`src/rtl/seg7_scan.sv`:
```
// Time-multiplexed 7-segment digit scanner with per-slot anti-ghosting blank and frame-latched inputs.
// Optional leading-zero blanking is compiled in when SEG7_LZB_EN is defined.
module seg7_scan #(
    parameter int unsigned NUM_DIGITS = 4,
    parameter int unsigned DIV        = 1000,
    parameter int unsigned BLANK      = 8
) (
    input  logic                      clk,
    input  logic                      rst,
    input  logic                      en,
    input  logic [4*NUM_DIGITS-1:0]   digits_in,
    input  logic [NUM_DIGITS-1:0]     dp_in,
    output logic [3:0]                num_out,
    output logic                      dp_out,
    output logic [NUM_DIGITS-1:0]     an,
    output logic                      frame_done
);

    localparam int unsigned           CW         = $clog2(DIV);
    localparam int unsigned           IW         = $clog2(NUM_DIGITS);
    localparam logic [CW-1:0]         CNT_LAST   = CW'(DIV - 1);
    localparam logic [CW-1:0]         CNT_BLANK  = CW'(BLANK);
    localparam logic [IW-1:0]         IDX_LAST   = IW'(NUM_DIGITS - 1);
    localparam logic [3:0]            CODE_BLANK = 4'hF;
    localparam logic [NUM_DIGITS-1:0] AN_ONE     = NUM_DIGITS'(1);

    typedef enum logic {
        IDLE,
        SCAN
    } state_t;

    state_t                       state_q;
    logic [CW-1:0]                cnt_q;
    logic [CW-1:0]                cnt_d;
    logic [IW-1:0]                idx_q;
    logic [IW-1:0]                idx_d;
    logic [NUM_DIGITS-1:0][3:0]   sh_dig_q;
    logic [NUM_DIGITS-1:0]        sh_dp_q;
    logic [NUM_DIGITS-1:0][3:0]   latch_dig_c;
    logic [NUM_DIGITS-1:0][3:0]   cur_dig_c;
    logic [NUM_DIGITS-1:0]        cur_dp_c;
    logic                         frame_start_c;
    logic                         slot_end_c;
    logic                         lit_c;

`ifdef SEG7_LZB_EN
    // Replace zeros above the most significant non-zero digit with the blank code; digit 0 always shows.
    always_comb begin : p_lzb
        logic zero_above;
        latch_dig_c = digits_in;
        zero_above  = 1'b1;
        for (int i = int'(NUM_DIGITS) - 1; i > 0; i--) begin
            if (zero_above && (digits_in[4*i +: 4] == 4'h0)) begin
                latch_dig_c[i] = CODE_BLANK;
            end else begin
                zero_above = 1'b0;
            end
        end
    end
`else
    assign latch_dig_c = digits_in;
`endif

    assign frame_start_c = (state_q == SCAN) && en && (cnt_q == '0) && (idx_q == '0);
    assign slot_end_c    = (cnt_q == CNT_LAST);
    assign lit_c         = (cnt_q >= CNT_BLANK);

    // With BLANK=0 the first slot must show the value being latched on this same edge.
    assign cur_dig_c = frame_start_c ? latch_dig_c : sh_dig_q;
    assign cur_dp_c  = frame_start_c ? dp_in       : sh_dp_q;

    always_comb begin
        cnt_d = cnt_q + CW'(1);
        idx_d = idx_q;
        if (slot_end_c) begin
            cnt_d = '0;
            idx_d = (idx_q == IDX_LAST) ? '0 : idx_q + IW'(1);
        end
    end

    always_ff @(posedge clk) begin
        if (rst) begin
            state_q    <= IDLE;
            cnt_q      <= '0;
            idx_q      <= '0;
            sh_dig_q   <= '0;
            sh_dp_q    <= '0;
            num_out    <= CODE_BLANK;
            dp_out     <= 1'b0;
            an         <= '0;
            frame_done <= 1'b0;
        end else begin
            num_out    <= CODE_BLANK;
            dp_out     <= 1'b0;
            an         <= '0;
            frame_done <= 1'b0;
            case (state_q)
                IDLE: begin
                    cnt_q <= '0;
                    idx_q <= '0;
                    if (en) begin
                        state_q <= SCAN;
                    end
                end
                SCAN: begin
                    if (!en) begin
                        state_q <= IDLE;
                        cnt_q   <= '0;
                        idx_q   <= '0;
                    end else begin
                        if (frame_start_c) begin
                            sh_dig_q <= latch_dig_c;
                            sh_dp_q  <= dp_in;
                        end
                        if (lit_c) begin
                            num_out <= cur_dig_c[idx_q];
                            dp_out  <= cur_dp_c[idx_q];
                            an      <= AN_ONE << idx_q;
                        end
                        frame_done <= slot_end_c && (idx_q == IDX_LAST);
                        cnt_q      <= cnt_d;
                        idx_q      <= idx_d;
                    end
                end
                default: begin
                    state_q <= IDLE;
                end
            endcase
        end
    end

endmodule
```
`config.mk`:
```
export PLATFORM = sky130hd
export DESIGN_NAME = seg7_scan
export DESIGN_NICKNAME = d
export VERILOG_FILES = /design/src/rtl/seg7_scan.sv
export SDC_FILE = /design/constraint.sdc
export NUM_CORES = 1
export LEC_CHECK = 0
export ABC_AREA = 1
export CORE_AREA = 3 3 73 75
export DETAILED_ROUTE_END_ITERATION = 16
export DIE_AREA = 0 0 76 78
export GPL_ROUTABILITY_DRIVEN = 0
export HOLD_SLACK_MARGIN = 0.12
export PLACE_DENSITY = 0.71
export SYNTH_ARGS = -nofsm -noshare
export SYNTH_HDL_FRONTEND = slang
export SYNTH_SLANG_ARGS = --single-unit
```
`constraint.sdc`:
```
create_clock -name clk -period 2 [get_ports clk]
set_input_delay 0.5 -clock clk [delete_from_list [all_inputs] [get_ports clk]]
set_output_delay 0.5 -clock clk [all_outputs]
set_load 0.03 [all_outputs]
```
# [Word level (Yosys, flattened, before mapping)]
# Index checks and enable logic that the tools add are counted.
[word_totals] regBits=43 input_bits=23 out_inout_bits=10 wordCells=46
[classes] n_addsub=2 n_lt_le_gt_ge=2 eq_ne=3 shifts=1 mux=14 bitwise_logic=3 n_reduce_logical=9
[op_table] op="$mux W10" n=2
[op_table] op="$pmux W10 S2" n=1
[op_table] op="$mux W16" n=1
[op_table] op="$add A10 B1 Y10 const B" n=1
[op_table] op="$eq A10 B10 Y1 const B" n=1
[op_table] op="$ge A10 B4 Y1 const B" n=1
[op_table] op="$logic_not A10 Y1" n=1
[op_table] op="$bmux W4 S2" n=1
[op_table] op="$mux W4" n=2
[op_table] op="$mux W2" n=3
[op_table] op="$logic_and A1 B1 Y1" n=4
[op_table] op="$pmux W2 S2" n=1
[op_table] op="$reduce_or A4 Y1" n=1
[op_table] op="$shl A1 B2 Y4 const A" n=1
[op_table] op="$lt A2 B3 Y1 const B" n=1
[op_table] op="$ne A3 B2 Y1 const B" n=1
[op_table] op="$not A1 Y1" n=3
[op_table] op="$reduce_or A3 Y1" n=1
[op_table] op="$add A2 B1 Y2 const B" n=1
[op_table] op="$bmux W1 S2" n=1
[op_table] op="$eq A2 B2 Y1 const B" n=1
[op_table] op="$logic_not A2 Y1" n=1
[op_table] op="$mux W1" n=2
[op_table] op="$reduce_and A2 Y1" n=1

# [Logic depth before layout (Yosys ltp)]
[logic_depth] depth_word=6 ltp_mapped=11 depth_no_buf=11

# [Worst setup path after synthesis]
# No wires, ideal clock.
[synth_path] path_kind="reg2reg" from="register idx_q[0]" to="register dp_out" setup_ns=0.114 t_arrival_ns=1.381 required_time_ns=1.886 setup_slack_ns=0.505 path_stages_with_launch=11 n_path_buf=1 synth_period_minus_slack_ns=1.495 path_cell_list="dfxtp_1 > inv_1 > ha_1 > nand2_2 > nor2_4 > nand3_4 > buf_6 > o21ai_2 > nor2_1 > nor2_1 > nand2_1"
[synth_via] elab_chain_cells=5
[synth_lines] element="start, declared" line="35" text="logic [IW-1:0] idx_q;"
[synth_lines] element="start signal, assigned" line="122" text="idx_q <= idx_d;"
[synth_lines] element="$logic_not A2 Y1" line="64" text="assign frame_start_c = (state_q == SCAN) && en && (cnt_q == '0) && (idx_q == '0);"
[synth_lines] element="$logic_and A1 B1 Y1" line="64"
[synth_lines] element="$mux W4"
[synth_lines] element="$bmux W1 S2 *" line="117" text="dp_out <= cur_dp_c[idx_q];"
[synth_lines] element="$mux W1 (not written as such) *" line="117"
[synth_lines] element="end signal, assigned" line="117"
[synth_lines] element="end, declared" line="14" text="output logic dp_out,"
# Mark *: on every way between the ends. The rest lies on a longest branch, timed or not. The select of a mux whose other input is x is not followed.
# A chain may end at the register's enable or synchronous reset.

# [Worst setup path after layout]
[layout_path] from="register dp_out" to="output port dp_out"
# No word-level cell between the ends.

==> run_results.csv <==
group,metric,value,unit
outcome,outcome,"complete, no violations",
clock_network,clock_sinks,43,
floorplanning,chipWidth,76,um
timing,setup_tns,0,ns
timing,finalMaxSlewViolations,0,
routing,vias_per_cell,4.39,
clock_network,htreeDepth,2,
worst_setup_path,critical_path.top_delay_family,"buffers and inverters",
power_and_ir_drop,max-vdd-ir-drop,398,uV
routing,routed_wl,3760,um
yosys,synthTopCellsByArea,"dfxtp_1, nand2_1, nor2_1",
clock_network,clock_latency,0.29,ns
placement,preCtsSetupSlack,-0.0645,ns
finish,drive_above_1_share,12.1,%
timing,post-route-period-util,88.4,%
global_route,grt_overflow,0,
yosys,ys_ff_latch,43,
clock_network,cts_made_buffers,5,
timing,maxSlewHeadroom,77.2,%
finish,fin_area,2450,sq um
clock_network,cts_root_buffer,"clkbuf_8",
placement,dp_cells,365,
floorplanning,num_rows,25,
finish,nets,332,
power_and_ir_drop,p_leak,1.10,nW
placement,place.detailed.hpwl,2780,um
routing,post_drt_wl_per_cell,10.1,um
worst_setup_path,worstPathRequired,1.50,ns
clock_network,cts_setup_buffers,0,
yosys,ys_top_cells_by_count,"nand2_1, nor2_1, dfxtp_1, inv_1, o21ai_2",
yosys,synth_top_cell_area_share,45.6,%
yosys,syn_area_per_cell,7.23,sq um
clock_network,cts_tree,"done",
global_route,grt_max_degree,35,
worst_setup_path,critPathMaxFanout,1,
clock_network,cts_resized,0,
worst_setup_path,critPathArrivalTime,1.27,ns
yosys,ys_types,25,
hold_path,hp-class,"reg2reg",
worst_setup_path,max_stage_delay,0.66,ns
timing,final_hold_viol_count,0,
floorplanning,start_util,40.0,%
yosys,yosys_warnings,0,
power_and_ir_drop,power.density,694,nW/um^2
yosys,ys.flop_type,"dfxtp_1",
yosys,synth-edff-count,0,
power_and_ir_drop,power,1.70,mW
worst_setup_path,cp_num_buf_inv,1,
floorplanning,design.core.area,4720,sq um
yosys,synth_top_area_cell,"dfxtp_1",
floorplanning,die_area,5930,sq um
floorplanning,io_pins,33,
yosys,syn_area,1890,sq um
yosys,ys_seq_area_share,45.6,%
routing,vias,1637,
timing,rsz0062_at_grt,"no",
timing,setup_viol,0,
finish,diodes,0,
finish,fin_cells,373,
yosys,synthArstFlopShare,0,%
timing,final.min_clock_period,1.77,ns
timing,fin_ws,0.232,ns
global_route,grt_pass1_wl,6660,um
routing,ant_nets,0,
finish,area_growth,29.8,%
worst_setup_path,cp-start-kind,"register",
yosys,synthesis.nets,288,
clock_network,cts_hold_buf,0,
routing,dr.pass1.iters,5,
clock_network,clk_pin_slew,0.08,ns
global_route,grt_pass1_vias,1525,
routing,drt-initial-drc-count,82,
routing,drcViolationCount,0,
yosys,syn_inst,261,
placement,port-buffer-count,32,
run,cap_violations,0,
worst_setup_path,worstSetupPathType,"reg2out",
worst_setup_path,critical_path.slowest_cell,"clkdlybuf4s50_1",
worst_setup_path,path_cells,"clkdlybuf4s50_1",
placement,dpl_cell_area,2340,sq um
global_route,grt_util_all_layers,13.8,%
timing,worstMarginPinSlew,0.340,ns
timing,skew,0.00323,ns
worst_setup_path,endpoint_kind,"output port",
clock_network,max-clock-path-buffers,2,
global_route,antenna_found_initial,0,
floorplanning,die_y,78,um
timing,fmax,566,MHz
==> power by group <==
group	total, mW	internal, mW	switching, mW
Clock	0.671	0.372	0.300
Sequential	0.883	0.878	0.00551
Combinational	0.146	0.0744	0.0714
==> per-layer routing <==
metal  global-route usage [%]  vias to the layer above  wire (um)
met5                        0                        -          0
met4                     3.99                        0         35
met3                     4.64                        4        215
met2                     23.1                       40       1770
met1                     16.8                      706       1750
li1                         -                      887          -
==> area by class of cell <==
| type | instances | area, sq um |
|---|---|---|
| flip-flops and latches | 43 | 861 |
| well taps | 67 | 83.8 |
| multi-input cells | 171 | 828 |
| clock buffers | 5 | 68.8 |
| inverters | 42 | 158 |
| repair buffers | 42 | 408 |
| fillers | 456 | 2270 |
| clock inverters | 3 | 43.8 |
==> per-stage QoR <==
stage	hold WS, ns	util [%]
3_5_place_dp	0.461	49.5
6_report	0.469	51.9
4_1_cts	0.480	51.9
5_1_grt	0.499	51.9
2_1_floorplan	0.430	-
3_3_place_gp	0.442	49.5
==> logic make-up after synthesis <==
| kind of cell | share of synthesized area (%) |
|---|---|
| xor gates and xnor gates | 0.464 |
| DFF | 45.6 |
| adders and majority gates | 2.65 |
| AOI/OAI and AO/OA | 8.09 |
| and+or+nand+nor | 32.7 |
| buffers and inverters | 10.5 |
==> registers in the layout, summed over array words and instances, names as in the netlist, 2 cells and up <==
signal	flops
sh_dig_q	16
cnt_q	10
num_out	4
idx_q	2
an	4
sh_dp_q	4
==> cells in the final DEF, fill, tap and decap left out, types with 5 or more instances in the layout <==
master           synthesis  routed
buf_4                    0       9
clkdlybuf4s50_1          0      32
nand3_1                  6       6
o21ai_2                  8       8
nor2_1                  56      56
nand2_1                 56      56
inv_1                   40      40
o21ai_1                  7       7
nand4_1                  6       6
nand2_2                  5       5
clkbuf_8                 0       5
dfxtp_1                 43      43
==> worst paths after layout <==
check / startpoint / slack [ns] / depth (start not counted) / to
max: dp_out / 0.23 / 1 / dp_out
max reg2reg: idx_q[0] / 0.27 / 11 / num_out[2]
min reg2reg: cnt_q[0] / 0.47 / 1 / cnt_q[0]
min: cnt_q[0] / 0.47 / 1 / cnt_q[0]
No activity file was read; power rests on OpenSTA's default activity.
